==> src/rtl/fetch_unit_pkg.sv <==
`default_nettype none
// ============================================================================
// Module   : fetch_unit_pkg
// Purpose  : Shared state encoding, control struct and constants for fetch.
// Revision : 1.0
// ============================================================================
package fetch_unit_pkg;

  localparam logic [31:0] NOP_INSTR        = 32'h0000_0013;
  localparam logic [31:0] RESET_PC_DEFAULT = 32'h0000_0000;

  typedef enum logic [1:0] {
    IDLE = 2'd0,
    REQ  = 2'd1,
    WAIT = 2'd2,
    HOLD = 2'd3
  } fetch_state_e;

  typedef struct packed {
    logic stall;
    logic squash;
  } stage_ctrl_t;

endpackage
`default_nettype wire

==> src/rtl/fetch_unit_skid_buf.sv <==
`default_nettype none
// ============================================================================
// Module   : fetch_unit_skid_buf
// Purpose  : One-entry pc/instruction hold register used while decode stalls.
// Revision : 1.0
// ============================================================================
module fetch_unit_skid_buf
  import fetch_unit_pkg::*;
#(
  parameter int XLEN = 32
) (
  input  logic            clk,
  input  logic            rst,
  input  logic            i_load,
  input  logic            i_clear,
  input  logic [XLEN-1:0] i_pc,
  input  logic [31:0]     i_instr,
  output logic            o_valid,
  output logic [XLEN-1:0] o_pc,
  output logic [31:0]     o_instr
);

  logic            r_valid;
  logic [XLEN-1:0] r_pc;
  logic [31:0]     r_instr;

  always_ff @(posedge clk or posedge rst) begin
    if (rst) begin
      r_valid <= 1'b0;
      r_pc    <= '0;
      r_instr <= NOP_INSTR;
    end else if (i_clear) begin
      r_valid <= 1'b0;
    end else if (i_load) begin
      r_valid <= 1'b1;
      r_pc    <= i_pc;
      r_instr <= i_instr;
    end
  end

  assign o_valid = r_valid;
  assign o_pc    = r_pc;
  assign o_instr = r_instr;

endmodule
`default_nettype wire

==> src/rtl/fetch_unit.sv <==
`default_nettype none
// ============================================================================
// Module   : fetch_unit
// Purpose  : Instruction fetch with one outstanding OBI request, decode hold
//            buffer and redirect handling with in-flight response discard.
// Revision : 1.0
// ============================================================================
module fetch_unit
  import fetch_unit_pkg::*;
#(
  parameter int              XLEN     = 32,
  parameter logic [XLEN-1:0] RESET_PC = XLEN'(RESET_PC_DEFAULT)
) (
  input  logic            clk_i,
  input  logic            rst_i,
  input  stage_ctrl_t     fetch_ctrl_i,
  input  logic            redirect_i,
  input  logic [XLEN-1:0] redirect_pc_i,
  output logic            imem_req_o,
  output logic [XLEN-1:0] imem_addr_o,
  input  logic            imem_gnt_i,
  input  logic            imem_rvalid_i,
  input  logic [31:0]     imem_rdata_i,
  output logic            imem_stall_o,
  output logic            if_valid_o,
  output logic [XLEN-1:0] if_pc_o,
  output logic [31:0]     if_instr_o
);

  fetch_state_e    r_state;
  logic [XLEN-1:0] r_pc;
  logic [XLEN-1:0] r_addr;
  logic            r_discard;

  logic            w_buf_valid;
  logic [XLEN-1:0] w_buf_pc;
  logic [31:0]     w_buf_instr;
  logic            w_held;
  logic            w_avail;
  logic            w_accept;
  logic            w_buf_load;
  logic            w_valid;
  logic [XLEN-1:0] w_pc_next;
  logic [XLEN-1:0] w_redir_pc;
  logic [31:0]     w_instr_src;

  assign w_pc_next  = r_pc + XLEN'(4);
  assign w_redir_pc = {redirect_pc_i[XLEN-1:2], 2'b00};

  assign w_held   = (r_state == HOLD) && w_buf_valid;
  assign w_avail  = w_held || ((r_state == WAIT) && imem_rvalid_i && !r_discard);
  assign w_accept = w_avail && !fetch_ctrl_i.stall && !redirect_i;
  assign w_buf_load = (r_state == WAIT) && w_avail && fetch_ctrl_i.stall && !redirect_i;

  // The accepting cycle issues the next fetch directly so a 1-cycle memory streams.
  assign imem_req_o   = (r_state == REQ) || w_accept;
  assign imem_addr_o  = (r_state == REQ) ? r_addr : w_pc_next;
  assign imem_stall_o = !w_avail;

  assign w_instr_src = w_held ? w_buf_instr : imem_rdata_i;
  assign w_valid     = w_avail && !fetch_ctrl_i.squash && !redirect_i;
  assign if_valid_o  = w_valid;
  assign if_pc_o     = w_held ? w_buf_pc : r_pc;
  assign if_instr_o  = w_valid ? w_instr_src : NOP_INSTR;

  fetch_unit_skid_buf #(
    .XLEN (XLEN)
  ) u_skid_buf (
    .clk     (clk_i),
    .rst     (rst_i),
    .i_load  (w_buf_load),
    .i_clear (redirect_i || w_accept),
    .i_pc    (r_pc),
    .i_instr (imem_rdata_i),
    .o_valid (w_buf_valid),
    .o_pc    (w_buf_pc),
    .o_instr (w_buf_instr)
  );

  always_ff @(posedge clk_i or posedge rst_i) begin
    if (rst_i) begin
      r_state   <= IDLE;
      r_pc      <= RESET_PC;
      r_addr    <= RESET_PC;
      r_discard <= 1'b0;
    end else begin
      if (redirect_i) begin
        r_pc <= w_redir_pc;
      end else if (w_accept) begin
        r_pc <= w_pc_next;
      end

      case (r_state)
        IDLE: begin
          r_state <= REQ;
          r_addr  <= redirect_i ? w_redir_pc : r_pc;
        end
        REQ: begin
          // The pending address stays on the bus; its response is dropped later.
          if (redirect_i) r_discard <= 1'b1;
          if (imem_gnt_i) r_state <= WAIT;
        end
        WAIT: begin
          if (imem_rvalid_i) begin
            if (redirect_i || r_discard) begin
              r_state   <= REQ;
              r_addr    <= redirect_i ? w_redir_pc : r_pc;
              r_discard <= 1'b0;
            end else if (fetch_ctrl_i.stall) begin
              r_state <= HOLD;
            end else begin
              r_state <= imem_gnt_i ? WAIT : REQ;
              r_addr  <= w_pc_next;
            end
          end else if (redirect_i) begin
            r_discard <= 1'b1;
          end
        end
        HOLD: begin
          if (redirect_i) begin
            r_state <= REQ;
            r_addr  <= w_redir_pc;
          end else if (!fetch_ctrl_i.stall) begin
            r_state <= imem_gnt_i ? WAIT : REQ;
            r_addr  <= w_pc_next;
          end
        end
        default: r_state <= IDLE;
      endcase
    end
  end

  a_rvalid_needs_grant: assert property (@(posedge clk_i) disable iff (rst_i)
    imem_rvalid_i |-> (r_state == WAIT));

  a_single_outstanding: assert property (@(posedge clk_i) disable iff (rst_i)
    (imem_req_o && (r_state == WAIT)) |-> imem_rvalid_i);

  a_addr_stable: assert property (@(posedge clk_i) disable iff (rst_i)
    (imem_req_o && !imem_gnt_i) |=> (imem_req_o && (imem_addr_o == $past(imem_addr_o))));

endmodule
`default_nettype wire
==> config.mk <==
export PLATFORM = sky130hd
export DESIGN_NAME = fetch_unit
export DESIGN_NICKNAME = d
export VERILOG_FILES = /design/src/rtl/fetch_unit_pkg.sv /design/src/rtl/fetch_unit_skid_buf.sv /design/src/rtl/fetch_unit.sv
export SDC_FILE = /design/constraint.sdc
export NUM_CORES = 1
export LEC_CHECK = 0
export BUFFER_PORTS_ARGS = -buffer_cell sky130_fd_sc_hd__buf_4
export CAP_MARGIN = 20
export CORE_MARGIN = 2
export CORE_UTILIZATION = 56
export DETAILED_ROUTE_END_ITERATION = 6
export MAX_ROUTING_LAYER = met4
export PLACE_DENSITY = 0.9
export SLEW_MARGIN = 20
export SYNTH_ARGS = -nofsm -noshare
export SYNTH_HDL_FRONTEND = slang
export SYNTH_SLANG_ARGS = --single-unit
==> constraint.sdc <==
create_clock -name clk_i -period 5 [get_ports clk_i]
set_clock_uncertainty 0.05 [all_clocks]
set_input_delay 0.75 -clock clk_i [delete_from_list [all_inputs] [get_ports clk_i]]
set_output_delay 0.75 -clock clk_i [all_outputs]
set_load 0.005 [all_outputs]
==> results.json <==
{
  "outcome": "finished clean",
  "start_kind": "flip-flop",
  "met2_usage_pct": 48.1,
  "tns_ns": 0,
  "initial_utilization_pct": 57.4,
  "tightestPinTransition_ns": 1.03,
  "yosysSeqAreaShare_pct": 38.4,
  "critPathRequiredTime_ns": 4.20,
  "fin_crit_ns": 3.92,
  "gp_congestion": 0.939,
  "grt_pass1_wl_um": 38400,
  "numCtsBuffers": 17,
  "p_clk_share_pct": 28.7,
  "leakagePower_nw": 4.56,
  "cts_htree_levels": 4,
  "pwr-share-seq_pct": 33.3,
  "synth.distinct_cells": 69,
  "syn_area_um2": 8350,
  "cp.arrival_ns": 3.12,
  "r2r-start": "r_state[1]$_DFFE_PP0P_",
  "cts.path.max_buffers": 2,
  "holdCritPathClass": "flip-flop to flip-flop",
  "postCtsHoldBufs": 0,
  "synth.avg_cell_area_um2": 8.59,
  "setup_viol": 0,
  "multiInputGateArea_um2": 4630,
  "hold_start": "r_addr[1]$_DFFE_PP0P_",
  "clk_latency_ns": 0.42,
  "wl_um": 23900,
  "comb_power_share_pct": 38.0,
  "hold_viol": 0,
  "internal_power_mw": 2.80,
  "relSlewSlack_pct": 31.1,
  "postCtsSetupBuffers": 0,
  "portBuffers": 165,
  "synth_edf_count": 0,
  "fillCellCount": 1137,
  "drc": 0,
  "antenna_found_initial": 0,
  "grt_use_total_pct": 30.9,
  "die_w_um": 126,
  "die_h_um": 126,
  "setup_ws_ns": 1.08,
  "netSwitchingPower_mw": 1.51,
  "core-area_um2": 14500,
  "grt_pass1_vias": 7648,
  "synth_flop_cell": "dfrtp_1",
  "num_io_pins": 170,
  "post_cts_resized": 0,
  "firstDrtPassIters": 6,
  "syn2layout_area_growth_pct": 20.7,
  "grt_max_degree": 77,
  "syn_inst": 972,
  "grt.busiest_layer": "met2",
  "slowest_delay_ns": 0.73,
  "peakVddDrop_v": 0.000326,
  "drive_above_1_share_pct": 28.7,
  "swShare_pct": 34.9,
  "endpoint_kind": "primary output",
  "crit_type": "flip-flop to primary output",
  "clockRootBuffer": "clkbuf_16",
  "clkSinkCount": 128,
  "cts.clk_slew.worst_paths_ns": 0.05,
  "fmax_mhz": 255,
  "dp_worst_setup_slack_ns": 1.51,
  "path_cells": "ha_1 -> nand2_2 -> a21o_1 -> o21ai_0 -> buf_4",
  "yosysWarnings": 0,
  "postRouteAntennaNets": 0,
  "crit_fanout": 51,
  "ys_ff_latch": 128,
  "drv_slew": 0,
  "use_met1_pct": 39.6,
  "grt-ovfl-total": 0,
  "crit_family": "compound AO/OA/AOI/OAI gates",
  "powerDensity_nw_per_um2": 428,
  "postLayoutCellArea_um2": 10100,
  "slowest_stage": "nand2_2",
  "synth-async-reset-ratio_pct": 100,
  "dieArea_um2": 15900,
  "finalPower_mw": 4.31,
  "vias": 7967,
  "holdWs_ns": 0.427,
  "path_buf_inv": 1,
  "antenna_cells": 0,
  "row_count": 44,
  "cap_violations": 0,
  "met3_usage_pct": 5.06,
  "dp_hpwl_um": 15600,
  "dr.first_iter.drc_count": 704,
  "nets": 1148,
  "dpl_cell_area_um2": 9480,
  "viasPerCell": 6.28,
  "cts_tree": "built",
  "startpoint": "r_state[1]$_DFFE_PP0P_",
  "seqCellArea_um2": 3210,
  "rsz0062_at_grt": "false",
  "post-route-period-util_pct": 78.5,
  "routedWlPerCell_um": 18.8
}
[cells by family after synthesis]
group           synth area share, %
compound gates                 19.1
buf+inv                        6.30
fa+ha+maj                     0.750
xor+xnor                       5.04
mux                            10.9
flops                          38.4
simple gates                   19.4
other cells                  0.0449
[per-stage QoR]
stage	cells	utilization [%]
after global placement	1237	65.2
after floorplan	973	-
final	1269	69.3
after global routing	1269	69.3
after detailed placement	1237	65.3
after CTS	1269	69.3
[cells in the mapped netlist, drive strengths merged, types with 6 or more instances]
cell | instances | share of area (%)
clkbuf | 49 | 2.2
inv | 24 | 1.1
o21ai | 66 | 4.0
nand4 | 11 | 0.82
dfrtp | 125 | 37
o211ai | 8 | 0.72
a21o | 7 | 0.63
o31ai | 7 | 0.63
xnor2 | 39 | 4.1
nand2b | 11 | 0.82
nor4 | 13 | 1.6
nor3 | 19 | 1.1
buf | 45 | 3.0
xor2 | 9 | 0.94
nand2 | 190 | 8.5
and2 | 8 | 0.60
a21boi | 7 | 0.63
nor2 | 37 | 1.7
a211oi | 8 | 0.72
o2111ai | 8 | 0.84
and4 | 7 | 0.73
or2 | 6 | 0.45
nand3 | 24 | 1.7
a31oi | 14 | 1.0
mux2 | 78 | 11
a21oi | 71 | 4.3
[metal layers]
| metal | up-vias | wire [µm] |
|---|---|---|
| met3 | 96 | 2130 |
| met1 | 3774 | 9680 |
| met4 | 0 | 971 |
| li1 | 3624 | - |
| met2 | 473 | 11100 |
| met5 | - | 0 |
[cells in the final DEF, fill, tap and decap left out, drive strengths merged, types with 24 or more instances in the layout]
cell / count
o21ai: 66
nand3: 24
mux2: 78
a21oi: 71
nand2: 190
nor2: 37
xnor2: 39
buf: 174
inv: 24
clkbuf: 27
dfrtp: 125
[registers in the layout, summed over array words and instances, names as in the netlist]
name	flops
r_discard	1
u_skid_buf.o_instr	32
r_pc	30
r_state	2
u_skid_buf.o_valid	1
r_addr	32
u_skid_buf.o_pc	30
[layout make-up]
cell class                 count  area share [%]
multi-input combinational    726            46.0
inverter                      25           0.957
tap                          184            2.29
clock inverter                 5           0.745
sequential                   128            31.8
clock buffer                  27            5.09
timing repair buffer         174            13.1
[power by group through the flow]
stage	clock network (mW)	registers [mW]	logic, mW
2_1_floorplan	0	1.36	1.09
3_3_place_gp	0	1.43	1.55
3_5_place_dp	0	1.44	1.60
4_1_cts	1.25	1.42	1.61
5_1_grt	1.29	1.46	1.77
6_report	1.24	1.43	1.64
[worst paths after layout]
kind / slack, ns / cells after the start / endpoint
max reg2reg: 1.48 / 6 / r_pc[25]$_DFFE_PP0N_
min reg2reg: 0.43 / 1 / r_addr[1]$_DFFE_PP0P_
min in group asynchronous: 0.44 / 2 / u_skid_buf.o_instr[18]$_DFFE_PP0P_
min: 0.43 / 1 / r_addr[1]$_DFFE_PP0P_
max in group asynchronous: 3.64 / 3 / r_pc[12]$_DFFE_PP0N_
max: 1.08 / 5 / imem_req_o
Note: power is estimated with default switching activity, not from simulation.
